<file path="src/rtl/decode_stage.sv">
// Buffered RV32I decode stage: raw instr/PC enter a small in-order queue and leave
// as a registered decoded bundle over valid/ready; supports flush and a delivered-bundle counter.
module decode_stage #(
    parameter int DATA_WIDTH  = 32,
    parameter int QUEUE_DEPTH = 2,
    parameter bit ENABLE_M    = 1'b1,
    parameter int COUNT_W     = 32
) (
    input  logic                  clk,
    input  logic                  rst_n,
    input  logic                  flush,
    input  logic                  in_valid,
    output logic                  in_ready,
    input  logic [DATA_WIDTH-1:0] in_instr,
    input  logic [DATA_WIDTH-1:0] in_pc,
    output logic                  out_valid,
    input  logic                  out_ready,
    output logic [DATA_WIDTH-1:0] out_pc,
    output logic [4:0]            rs1,
    output logic [4:0]            rs2,
    output logic [4:0]            rd,
    output logic [4:0]            alu_select,
    output logic [3:0]            we,
    output logic [2:0]            funct3,
    output logic [31:0]           immediate,
    output logic                  alu_inb_imm_select,
    output logic                  alu_ina_pc_select,
    output logic                  rd_din_pc_select,
    output logic [10:0]           op_class,
    output logic                  illegal,
    output logic [COUNT_W-1:0]    decode_count
);
    localparam int AW = $clog2(QUEUE_DEPTH);
    localparam logic [AW:0]        PTR_ONE = 1;
    localparam logic [COUNT_W-1:0] CNT_ONE = 1;

    localparam logic [6:0] OP_LUI = 7'h37, OP_AUIPC = 7'h17, OP_JAL = 7'h6F, OP_JALR = 7'h67;
    localparam logic [6:0] OP_BRANCH = 7'h63, OP_LOAD = 7'h03, OP_STORE = 7'h23, OP_IMM = 7'h13;
    localparam logic [6:0] OP_ALU = 7'h33, OP_FENCE = 7'h0F, OP_SYSTEM = 7'h73;

    localparam int C_LUI = 0, C_AUIPC = 1, C_JAL = 2, C_JALR = 3, C_BRANCH = 4, C_LOAD = 5;
    localparam int C_STORE = 6, C_IMM = 7, C_ALU = 8, C_FENCE = 9, C_SYSTEM = 10;

    logic [DATA_WIDTH-1:0] r_q_instr [QUEUE_DEPTH];
    logic [DATA_WIDTH-1:0] r_q_pc    [QUEUE_DEPTH];
    logic [AW:0]           r_wr_ptr, r_rd_ptr;

    logic                  r_out_valid;
    logic [DATA_WIDTH-1:0] r_out_pc;
    logic [4:0]            r_rs1, r_rs2, r_rd, r_alu;
    logic [3:0]            r_we;
    logic [2:0]            r_f3;
    logic [31:0]           r_imm;
    logic                  r_inb, r_ina, r_rdpc, r_ill;
    logic [10:0]           r_opc;
    logic [COUNT_W-1:0]    r_count;

    logic                  w_q_empty, w_q_full, w_push_hs, w_out_hs, w_load, w_q_push;
    logic [DATA_WIDTH-1:0] w_src_instr, w_src_pc;
    logic [6:0]            w_op, w_f7;
    logic [2:0]            w_f3;
    logic [10:0]           w_cls, w_opc;
    logic                  w_bad;
    logic [31:0]           w_imm;
    logic [4:0]            w_rs1, w_rd, w_alu;
    logic [3:0]            w_we;
    logic                  w_inb, w_ina, w_rdpc;

    // Extra wrap bit on the pointers separates full from empty.
    assign w_q_empty = (r_wr_ptr == r_rd_ptr);
    assign w_q_full  = (r_wr_ptr[AW] != r_rd_ptr[AW]) && (r_wr_ptr[AW-1:0] == r_rd_ptr[AW-1:0]);
    assign in_ready  = !flush && !w_q_full;
    assign w_push_hs = in_valid && in_ready;
    assign w_out_hs  = r_out_valid && out_ready;
    assign w_load    = !r_out_valid || out_ready;
    // Input may bypass into the output register only when nothing older is queued.
    assign w_q_push  = w_push_hs && !(w_load && w_q_empty);

    assign w_src_instr = w_q_empty ? in_instr : r_q_instr[r_rd_ptr[AW-1:0]];
    assign w_src_pc    = w_q_empty ? in_pc    : r_q_pc[r_rd_ptr[AW-1:0]];
    assign w_op = w_src_instr[6:0];
    assign w_f3 = w_src_instr[14:12];
    assign w_f7 = w_src_instr[31:25];

    always_comb begin
        w_cls = '0;
        w_bad = 1'b0;
        w_imm = {{20{w_src_instr[31]}}, w_src_instr[31:20]};
        case (w_op)
            OP_LUI:    begin w_cls[C_LUI] = 1'b1; w_imm = {w_src_instr[31:12], 12'b0}; end
            OP_AUIPC:  begin w_cls[C_AUIPC] = 1'b1; w_imm = {w_src_instr[31:12], 12'b0}; end
            OP_JAL: begin
                w_cls[C_JAL] = 1'b1;
                w_imm = {{12{w_src_instr[31]}}, w_src_instr[19:12], w_src_instr[20],
                         w_src_instr[30:21], 1'b0};
            end
            OP_JALR:   begin w_cls[C_JALR] = 1'b1; w_bad = (w_f3 != 3'b000); end
            OP_BRANCH: begin
                w_cls[C_BRANCH] = 1'b1;
                w_bad = (w_f3[2:1] == 2'b01);
                w_imm = {{20{w_src_instr[31]}}, w_src_instr[7], w_src_instr[30:25],
                         w_src_instr[11:8], 1'b0};
            end
            OP_LOAD:   begin
                w_cls[C_LOAD] = 1'b1;
                w_bad = (w_f3 == 3'b011) || (w_f3[2:1] == 2'b11);
            end
            OP_STORE:  begin
                w_cls[C_STORE] = 1'b1;
                w_bad = (w_f3 >= 3'b011);
                w_imm = {{20{w_src_instr[31]}}, w_src_instr[31:25], w_src_instr[11:7]};
            end
            OP_IMM:    begin
                w_cls[C_IMM] = 1'b1;
                w_bad = ((w_f3 == 3'b001) && (w_f7 != 7'h00)) ||
                        ((w_f3 == 3'b101) && (w_f7 != 7'h00) && (w_f7 != 7'h20));
            end
            OP_ALU:    begin
                w_cls[C_ALU] = 1'b1;
                w_bad = !((w_f7 == 7'h00) ||
                          ((w_f7 == 7'h20) && ((w_f3 == 3'b000) || (w_f3 == 3'b101))) ||
                          (ENABLE_M && (w_f7 == 7'h01)));
            end
            OP_FENCE:  w_cls[C_FENCE] = 1'b1;
            OP_SYSTEM: w_cls[C_SYSTEM] = 1'b1;
            default:   w_bad = 1'b1;  // also catches instr[1:0] != 2'b11
        endcase
    end

    always_comb begin
        w_opc = w_bad ? 11'b0 : w_cls;
        w_rs1 = (w_cls[C_LUI] || w_cls[C_FENCE]) ? 5'd0 : w_src_instr[19:15];
        w_rd  = (w_bad || w_cls[C_FENCE] || w_cls[C_BRANCH] || w_cls[C_STORE]) ? 5'd0
                                                                                : w_src_instr[11:7];
        w_we  = 4'b0000;
        if (w_opc[C_STORE]) begin
            case (w_f3)
                3'b000:  w_we = 4'b0001;
                3'b001:  w_we = 4'b0011;
                3'b010:  w_we = 4'b1111;
                default: w_we = 4'b0000;
            endcase
        end
        w_alu = 5'b00000;
        if (w_opc[C_IMM])
            w_alu = {1'b0, (w_f3 == 3'b101) & w_src_instr[30], w_f3};
        else if (w_opc[C_ALU])
            w_alu = {ENABLE_M & w_src_instr[25], w_src_instr[30], w_f3};
        w_inb  = |w_opc[C_IMM:C_LUI];
        w_ina  = w_opc[C_JAL] | w_opc[C_AUIPC];
        w_rdpc = w_opc[C_JAL] | w_opc[C_JALR];
    end

    always_ff @(posedge clk) begin
        if (w_q_push) begin
            r_q_instr[r_wr_ptr[AW-1:0]] <= in_instr;
            r_q_pc[r_wr_ptr[AW-1:0]]    <= in_pc;
        end
    end

    always_ff @(posedge clk or negedge rst_n) begin
        if (!rst_n) begin
            r_wr_ptr <= '0;  r_rd_ptr <= '0;  r_out_valid <= 1'b0;  r_out_pc <= '0;
            r_rs1 <= '0;  r_rs2 <= '0;  r_rd <= '0;  r_alu <= '0;  r_we <= '0;  r_f3 <= '0;
            r_imm <= '0;  r_inb <= 1'b0;  r_ina <= 1'b0;  r_rdpc <= 1'b0;  r_opc <= '0;
            r_ill <= 1'b0;  r_count <= '0;
        end else begin
            if (w_out_hs)
                r_count <= r_count + CNT_ONE;
            if (flush) begin
                r_rd_ptr    <= r_wr_ptr;
                r_out_valid <= 1'b0;
            end else begin
                if (w_q_push)
                    r_wr_ptr <= r_wr_ptr + PTR_ONE;
                if (w_load) begin
                    r_out_valid <= !w_q_empty || w_push_hs;
                    if (!w_q_empty)
                        r_rd_ptr <= r_rd_ptr + PTR_ONE;
                    if (!w_q_empty || w_push_hs) begin
                        r_out_pc <= w_src_pc;  r_rs1 <= w_rs1;  r_rs2 <= w_src_instr[24:20];
                        r_rd <= w_rd;  r_alu <= w_alu;  r_we <= w_we;  r_f3 <= w_f3;
                        r_imm <= w_imm;  r_inb <= w_inb;  r_ina <= w_ina;  r_rdpc <= w_rdpc;
                        r_opc <= w_opc;  r_ill <= w_bad;
                    end
                end
            end
        end
    end

    assign out_valid          = r_out_valid;
    assign out_pc             = r_out_pc;
    assign rs1                = r_rs1;
    assign rs2                = r_rs2;
    assign rd                 = r_rd;
    assign alu_select         = r_alu;
    assign we                 = r_we;
    assign funct3             = r_f3;
    assign immediate          = r_imm;
    assign alu_inb_imm_select = r_inb;
    assign alu_ina_pc_select  = r_ina;
    assign rd_din_pc_select   = r_rdpc;
    assign op_class           = r_opc;
    assign illegal            = r_ill;
    assign decode_count       = r_count;
endmodule

</file>
<file path="config.mk">
export PLATFORM = sky130hd
export DESIGN_NAME = decode_stage
export DESIGN_NICKNAME = d
export VERILOG_FILES = /design/src/rtl/decode_stage.sv
export SDC_FILE = /design/constraint.sdc
export NUM_CORES = 1
export LEC_CHECK = 0
export ABC_AREA = 1
export CORE_UTILIZATION = 50
export DETAILED_ROUTE_END_ITERATION = 12
export PLACE_DENSITY_LB_ADDON = 0.2
export SETUP_SLACK_MARGIN = 0.05
export SLEW_MARGIN = 20
export SYNTH_ARGS = -nofsm -noshare
export SYNTH_HDL_FRONTEND = slang
export SYNTH_SLANG_ARGS = --single-unit
</file>
<file path="constraint.sdc">
create_clock -name clk -period 5.8 [get_ports clk]
set_input_delay 1.16 -clock clk [delete_from_list [all_inputs] [get_ports clk]]
set_output_delay 1.16 -clock clk [all_outputs]
set_load 0.02 [all_outputs]
</file>
Word-level counts from Yosys, hierarchy flattened
Memory sizes are Yosys's and may differ from the RTL's.
Cells that the tools add are included.
W data, S select, Z words.
Word-level totals
  register bits after elaboration: 143
  RAM bits: 128
  input port bits: 69
  memories: 2
Cells by class
  $add $sub $neg: 3
  magnitude comparators: 1
  equality and inequality tests: 24
  mux-type cells: 29
  bitwise operators: 4
  reduce and logical (&&, ||, !) cells: 38
Memory list
  r_q_instr: depth 2, width 32, read ports 1, clocked after Yosys merged registers in 0, write ports 1, RTL line 44  | logic [DATA_WIDTH-1:0] r_q_instr [QUEUE_DEPTH];
  r_q_pc: depth 2, width 32, read ports 1, clocked after Yosys merged registers in 0, write ports 1, RTL line 45  | logic [DATA_WIDTH-1:0] r_q_pc [QUEUE_DEPTH];
Operator list (count)
  $pmux W31 S4: 1
  $mux W32: 2
  $add A32 B1 Y32 const B: 1
  $eq A7 B6 Y1 const B: 4
  $eq A7 B7 Y1 const B: 4
  $mux W5: 4
  $mux W1: 15
  $eq A7 B5 Y1 const B: 2
  $pmux W4 S3: 1
  $logic_or A1 B1 Y1: 11
  $mux W11: 1
  $logic_and A1 B1 Y1: 10
  $reduce_or A8 Y1: 1
  $eq A7 B1 Y1 const B: 1
  $eq A7 B2 Y1 const B: 1
  $eq A7 B4 Y1 const B: 1
  $logic_not A7 Y1: 1
  $ne A7 B6 Y1 const B: 1
  $pmux W1 S7: 1
  $reduce_bool A7 Y1: 1
  $eq A3 B2 Y1 const B: 2
  $logic_not A1 Y1: 6
  $mux W2: 3
  $reduce_or A5 Y1: 1
  20 further kinds: 23

Longest topological paths before layout
  depth after elaboration: 13
  depth in mapped cells: 19

Worst setup path before layout
No wires, ideal clock.
  path type: input port to flip-flop
  from: input flush
  to: memory r_q_instr[1][0], enable pin
  setup time: 491 ps
  arrival time: 4678 ps
  path slack: 631 ps
  stages: 5
  path buffers: 0
  path through: a31oi_1 -> nand2_1 -> nor2_1 -> inv_1 -> nor2_1
On the way
  word-level cells in the longest chain between the ends: 6
Ends and longest elaborated chain
  start: declaration: RTL line 11  | input logic flush,
  $logic_not A1 Y1: RTL line 72  | assign in_ready = !flush && !w_q_full;
  $logic_and A1 B1 Y1: RTL line 72
  $logic_and A1 B1 Y1: RTL line 73  | assign w_push_hs = in_valid && in_ready;
  $logic_and A1 B1 Y1: RTL line 77  | assign w_q_push = w_push_hs && !(w_load && w_q_empty);
  $mux W1: RTL line 155  | if (w_q_push) begin
  $mux W1 (implied by the code): RTL line 156  | r_q_instr[r_wr_ptr[AW-1:0]] <= in_instr;
  end: declaration: RTL line 44
No other way between the ends.

Worst setup path after layout
  from: input flush
  to: output in_ready
On the way
  word-level cells in the longest chain between the ends: 2
Ends and longest elaborated chain
  $logic_not A1 Y1: RTL line 72
  $logic_and A1 B1 Y1: RTL line 72
  end: declaration: RTL line 13  | output logic in_ready,
No other way between the ends.

==> flow_summary.toml <==
[logic_synthesis]
synth.top_cells.by_count = "nand2_1, nor2_1, dfrtp_1"
synth_cells = 1165
yosysMostFrequentCell = "nand2_1"
synth_area_leaders = "edfxtp_1, dfrtp_1, nand2_1"
ys_types = 43
synth_top_area_cell = "edfxtp_1"
synth.ff_latch_count = 270
async_flop_share_pct = 52.6
seq_area_frac_synth_pct = 63.3
synth_nets = 1235
synth_flop_cell = "dfrtp_1"
syn-cell-area_mm2 = 0.0117
yosys_warnings = 0
netlist.area_leader.share_pct = 32.9
avgSynthCellArea_um2 = 10.0
synth_edf_count = 128

[grt]
grt_max_degree = 107
grt_pass1_vias = 8638
grt.met1_usage_pct = 35.3
grt_busiest_layer = "met2"
overflow = 0
grt_first_pass_wirelength_um = 45900
met2_usage_pct = 37.7
met3_usage_pct = 4.12
gr-usage-all-layers_pct = 24.3
antenna_found_initial = 0

[cells_and_area]
final_cells = 1694
drive_gt1_share_pct = 8.18
antenna_cells = 0
nFillCells = 1821
fin_nets = 1428
design_area_mm2 = 0.0150
area_growth_pct = 28.1

[power_and_ir_drop]
powerDensity_mw_per_mm2 = 533
p_leak_nw = 6.29
irDropWorstVdd_mv = 0.521

[detailed_routing]
drt_iter0_markers = 640
wl_per_cell_um = 16.9
first_pass_iters = 7
routed_via_density = 5.25
vias = 8893
ant_nets = 0
drt_wl_total_um = 28600
drc = 0

[timing]
final-hold-violation-count = 0
setup_viol = 0
fmax_ghz = 0.270
rsz0062_at_grt = "no"
relSlewSlack_pct = 40.2
min_period_ns = 3.70
tns_ns = 0
skew_ns = 0.00651
fin_crit_sh_pct = 63.9
report.final.slew_viol_count = 0
worst_slew_pin_slew_ns = 0.895

[critical_path]
cp-startpoint = "flush"
critPathLaunchType = "input port"
regToRegSetupSlack_ns = 2.28
cp_max_fo = 6
r2r_cells = 16
r2r_start = "r_wr_ptr[0]"
end_kind = "output port"
cp.arrival_ns = 2.54
cp.required_ns = 4.64
crit_type = "in -> out"

[place]
dp_hpwl_um = 18600
gp_congestion = 0.868
dpl_cell_area_mm2 = 0.0140
port_buffers = 208
dp.cells = 1639

[clock_tree]
cts_resized = 0
hold_buffers = 0
cts_sinks = 270
cts_tree = "yes"
clk_pin_slew_worst_paths_ns = 0.06
cts_max_level = 1
cts_buffers = 29
post_cts_buffers = 0
clockBufferDepth = 3
clk_latency_ns = 0.54
clockRootBuffer = "clkbuf_16"

[run]
maxCapViolations = 0

[die]
chipWidth_um = 155
die_h_um = 155
row_count = 55
dieArea_mm2 = 0.0240
core_mm2 = 0.0228
start_util_pct = 51.3
ios = 209

[min_path]
hp-class = "in -> async"

[run_status]
outcome = "completed"
[routing by layer]
metal	vias up	part of all wire, %
met2	365	45
met1	4208	46
met4	0	2.0
met3	48	7.0
met5	-	0
li1	4272	-
[where the power goes]
group | switching (mW) | total, mW | internal [mW]
Sequential | 0.280 | 2.80 | 2.52
Combinational | 2.14 | 3.32 | 1.18
Clock | 0.730 | 1.85 | 1.12
Total | 3.15 | 7.97 | 4.82
[critical path, cell delays in order]
cell,delay (ns)
clkdlybuf4s50_1,0.51
a31oi_1,0.23
clkdlybuf4s50_1,0.64
[placed cells by master (no fill, tap or decap), drive strengths merged]
master,synthesis,layout
o22ai,13,13
a21oi,12,12
xnor2,14,14
clkinv,0,6
a31oi,7,7
nor4,1,1
o31ai,6,6
nand3b,13,13
edfxtp,128,128
clkdlybuf4s50,0,207
dfrtp,142,142
a22oi,1,1
nand3,47,47
xor2,16,16
buf,27,10
o21ai,139,139
a31o,1,1
ha,1,1
bufinv,0,3
a22o,1,1
nor2,173,173
o21a,1,1
inv,74,75
clkbuf,28,43
a41oi,1,1
clkinvlp,0,1
nor3,12,12
nand4,8,8
o211ai,4,4
o221ai,4,4
nand2,284,284
or2,7,7
[registers in the layout, indices dropped and copies added (netlist names), 11 cells and up]
register	flops
decode_count	32
immediate	32
op_class	11
out_pc	32
r_q_instr	64
r_q_pc	64
[path summary, 6_finish.rpt]
check                                   end
max reg2reg                   alu_select[1]
min                             op_class[1]
min reg2reg                decode_count[31]
min in group clk           decode_count[31]
max                                in_ready
max in group asynchronous       r_rd_ptr[0]
[per-stage QoR]
stage / hold WS (ns) / worst slack (ns) / total power, mW / utilization [%]
3_5_place_dp: 0.465 / 1.90 / 6.13 / 61.3
3_3_place_gp: 0.461 / 1.95 / 6.09 / 61.3
6_report: 0.476 / 2.10 / 7.97 / 65.7
2_1_floorplan: 0.483 / 0.631 / 4.89 / -
5_1_grt: 0.478 / 2.00 / 8.46 / 65.7
4_1_cts: 0.481 / 2.11 / 8.00 / 65.6
[logic make-up (layout without fill, tap and decap cells)]
kind of cell	after synthesis	in the layout	synth area share (%)
buffers and inverters	129	345	4.91
AOI/OAI and AO/OA	190	190	9.30
DFF	270	270	63.3
adders and majority gates	1	1	0.107
and+or+nand+nor	545	545	20.1
xor gates and xnor gates	30	30	2.25
[final cells by class]
cell class / instances / area, um^2 / share of cell area [%]
Sequential cell: 270 / 7400 / 49.5
Timing Repair Buffer: 217 / 2200 / 14.7
Clock buffer: 43 / 828 / 5.54
Inverter: 74 / 278 / 1.86
Clock inverter: 11 / 138 / 0.920
Multi-Input combinational cell: 766 / 3730 / 24.9
Tap cell: 313 / 392 / 2.62
Power figures use the tool's default switching activity.
==> RTL change (same settings) <==
Make the reset (`rst_n`) synchronous in one clocked block.
--- a/src/rtl/decode_stage.sv
+++ b/src/rtl/decode_stage.sv
@@ -158,7 +158,7 @@
         end
     end
 
-    always_ff @(posedge clk or negedge rst_n) begin
+    always_ff @(posedge clk) begin
         if (!rst_n) begin
             r_wr_ptr <= '0;  r_rd_ptr <= '0;  r_out_valid <= 1'b0;  r_out_pc <= '0;
             r_rs1 <= '0;  r_rs2 <= '0;  r_rd <= '0;  r_alu <= '0;  r_we <= '0;  r_f3 <= '0;
Function: differs if rst_n is asserted again (counterexample within 4 cycles, from zero or initial values and one cycle with rst_n low); with rst_n held inactive, the same outputs for 4 cycles.
==> RTL change against the unedited design <==
Setup slack improved by 0.025 ns; sequential cell count rose by 1; routed wire length fell by 1.0%; via count rose by 3.7%; area after synthesis fell by 1.5%; cell area fell by 1.7%; core utilization fell by 0.51 points; critical path type unchanged; critical endpoint unchanged; largest cell class unchanged.
Power is not compared: it rests on default switching activity, and its combinational part moved more than twofold at a synthesized area within 25%.
==> RTL change: results (changes against the unedited design) <==
[synthesis]
syn_nets = 1307  ; +5.8%
yosysSeqAreaShare_pct = 58.3  ; -5.1 points
synth_cell_types = 46  ; +7.0%
synth_xor_area_share_pct = 0.533  ; -1.7 points
synthAdderAreaFrac_pct = 0.109  ; +0.0016 points
synthMuxAreaShare_pct = 3.39  ; +3.4 points
synthesis.area_sq_um = 11500  ; -1.5%
async_reset_ff_share_pct = 0  ; -53 points
ys_seq_elements = 271  ; +0.37%
synth-compound-area-share_pct = 12.9  ; +3.6 points
synth_area_per_cell_sq_um = 9.30  ; -7.2%

[hold_path]
hp-class = flip-flop to flip-flop

[final_layout]
area_delta_synth_final_pct = 27.9
inv_count = 114  ; +54%
fillers = 1869  ; +2.6%
buffers = 216  ; -0.46%
multi_input_area_share_pct = 27.6  ; +2.6 points
clk_share_pct = 6.82  ; +0.37 points
nets = 1491  ; +4.4%
drive_above_1_share_pct = 9.49  ; +1.3 points
layout.area.seq_sq_um = 6710  ; -9.3%

[timing]
timing.slew.headroom_pct = 34.9  ; -5.3 points
hold-worst-slack_ns = 0.463  ; -0.0126 ns
post-route-period-util_pct = 63.4  ; -0.43 points

[placement]
dp_slack_ns = 2.00  ; +0.108 ns
postPlaceCellArea_sq_um = 13700  ; -1.9%
gp_congestion = 0.872  ; +0.45%
dp_hpwl_um = 18500  ; -0.56%
dp.cells = 1675  ; +2.2%

[global_routing]
grt_use_total_pct = 24.0  ; -0.34 points
grt_pass1_vias = 8866  ; +2.6%

[outcome]
status = complete, no violations

[detailed_routing]
first_pass_iters = 5  ; -2
routedWlPerCell_um = 16.4  ; -3.0%
drt-initial-drc-count = 599  ; -6.4%
routed_via_density = 5.34  ; +1.7%

[critical_path]
crit_arrival_ns = 2.52  ; -0.02 ns

-- RTL change: kinds of logic (layout without fill, tap and decap cells) --
family / after synthesis / in the layout
buffers and inverters: 177 / 383
flip-flops: 271 / 271
XOR/XNOR: 7 / 7
adder cells (fa/ha/maj): 1 / 1
AO/OA/AOI/OAI: 260 / 260
multiplexers: 35 / 35
AND/OR/NAND/NOR: 486 / 486
-- RTL change: power by group through the flow --
stage               Clock, mW  Sequential (mW)  Combinational, mW
global placement            0             2.19              0.731
global route             2.03             2.16              0.813
detailed placement          0             2.19              0.742
finish                   1.93             2.15              0.745
floorplan                   0             2.26              0.381
CTS                      1.95             2.16              0.748
-- RTL change: layer usage --
| layer | share of wire (%) | global-route usage [%] | up-vias | wire (um) |
|---|---|---|---|---|
| li1 | - | - | 4568 | - |
| met1 | 43 | 31.3 | 4297 | 12300 |
| met2 | 48 | 40.5 | 308 | 13400 |
| met3 | 6.3 | 4.43 | 50 | 1780 |
| met4 | 2.7 | 7.52 | 0 | 765 |
| met5 | 0 | 0 | - | 0 |
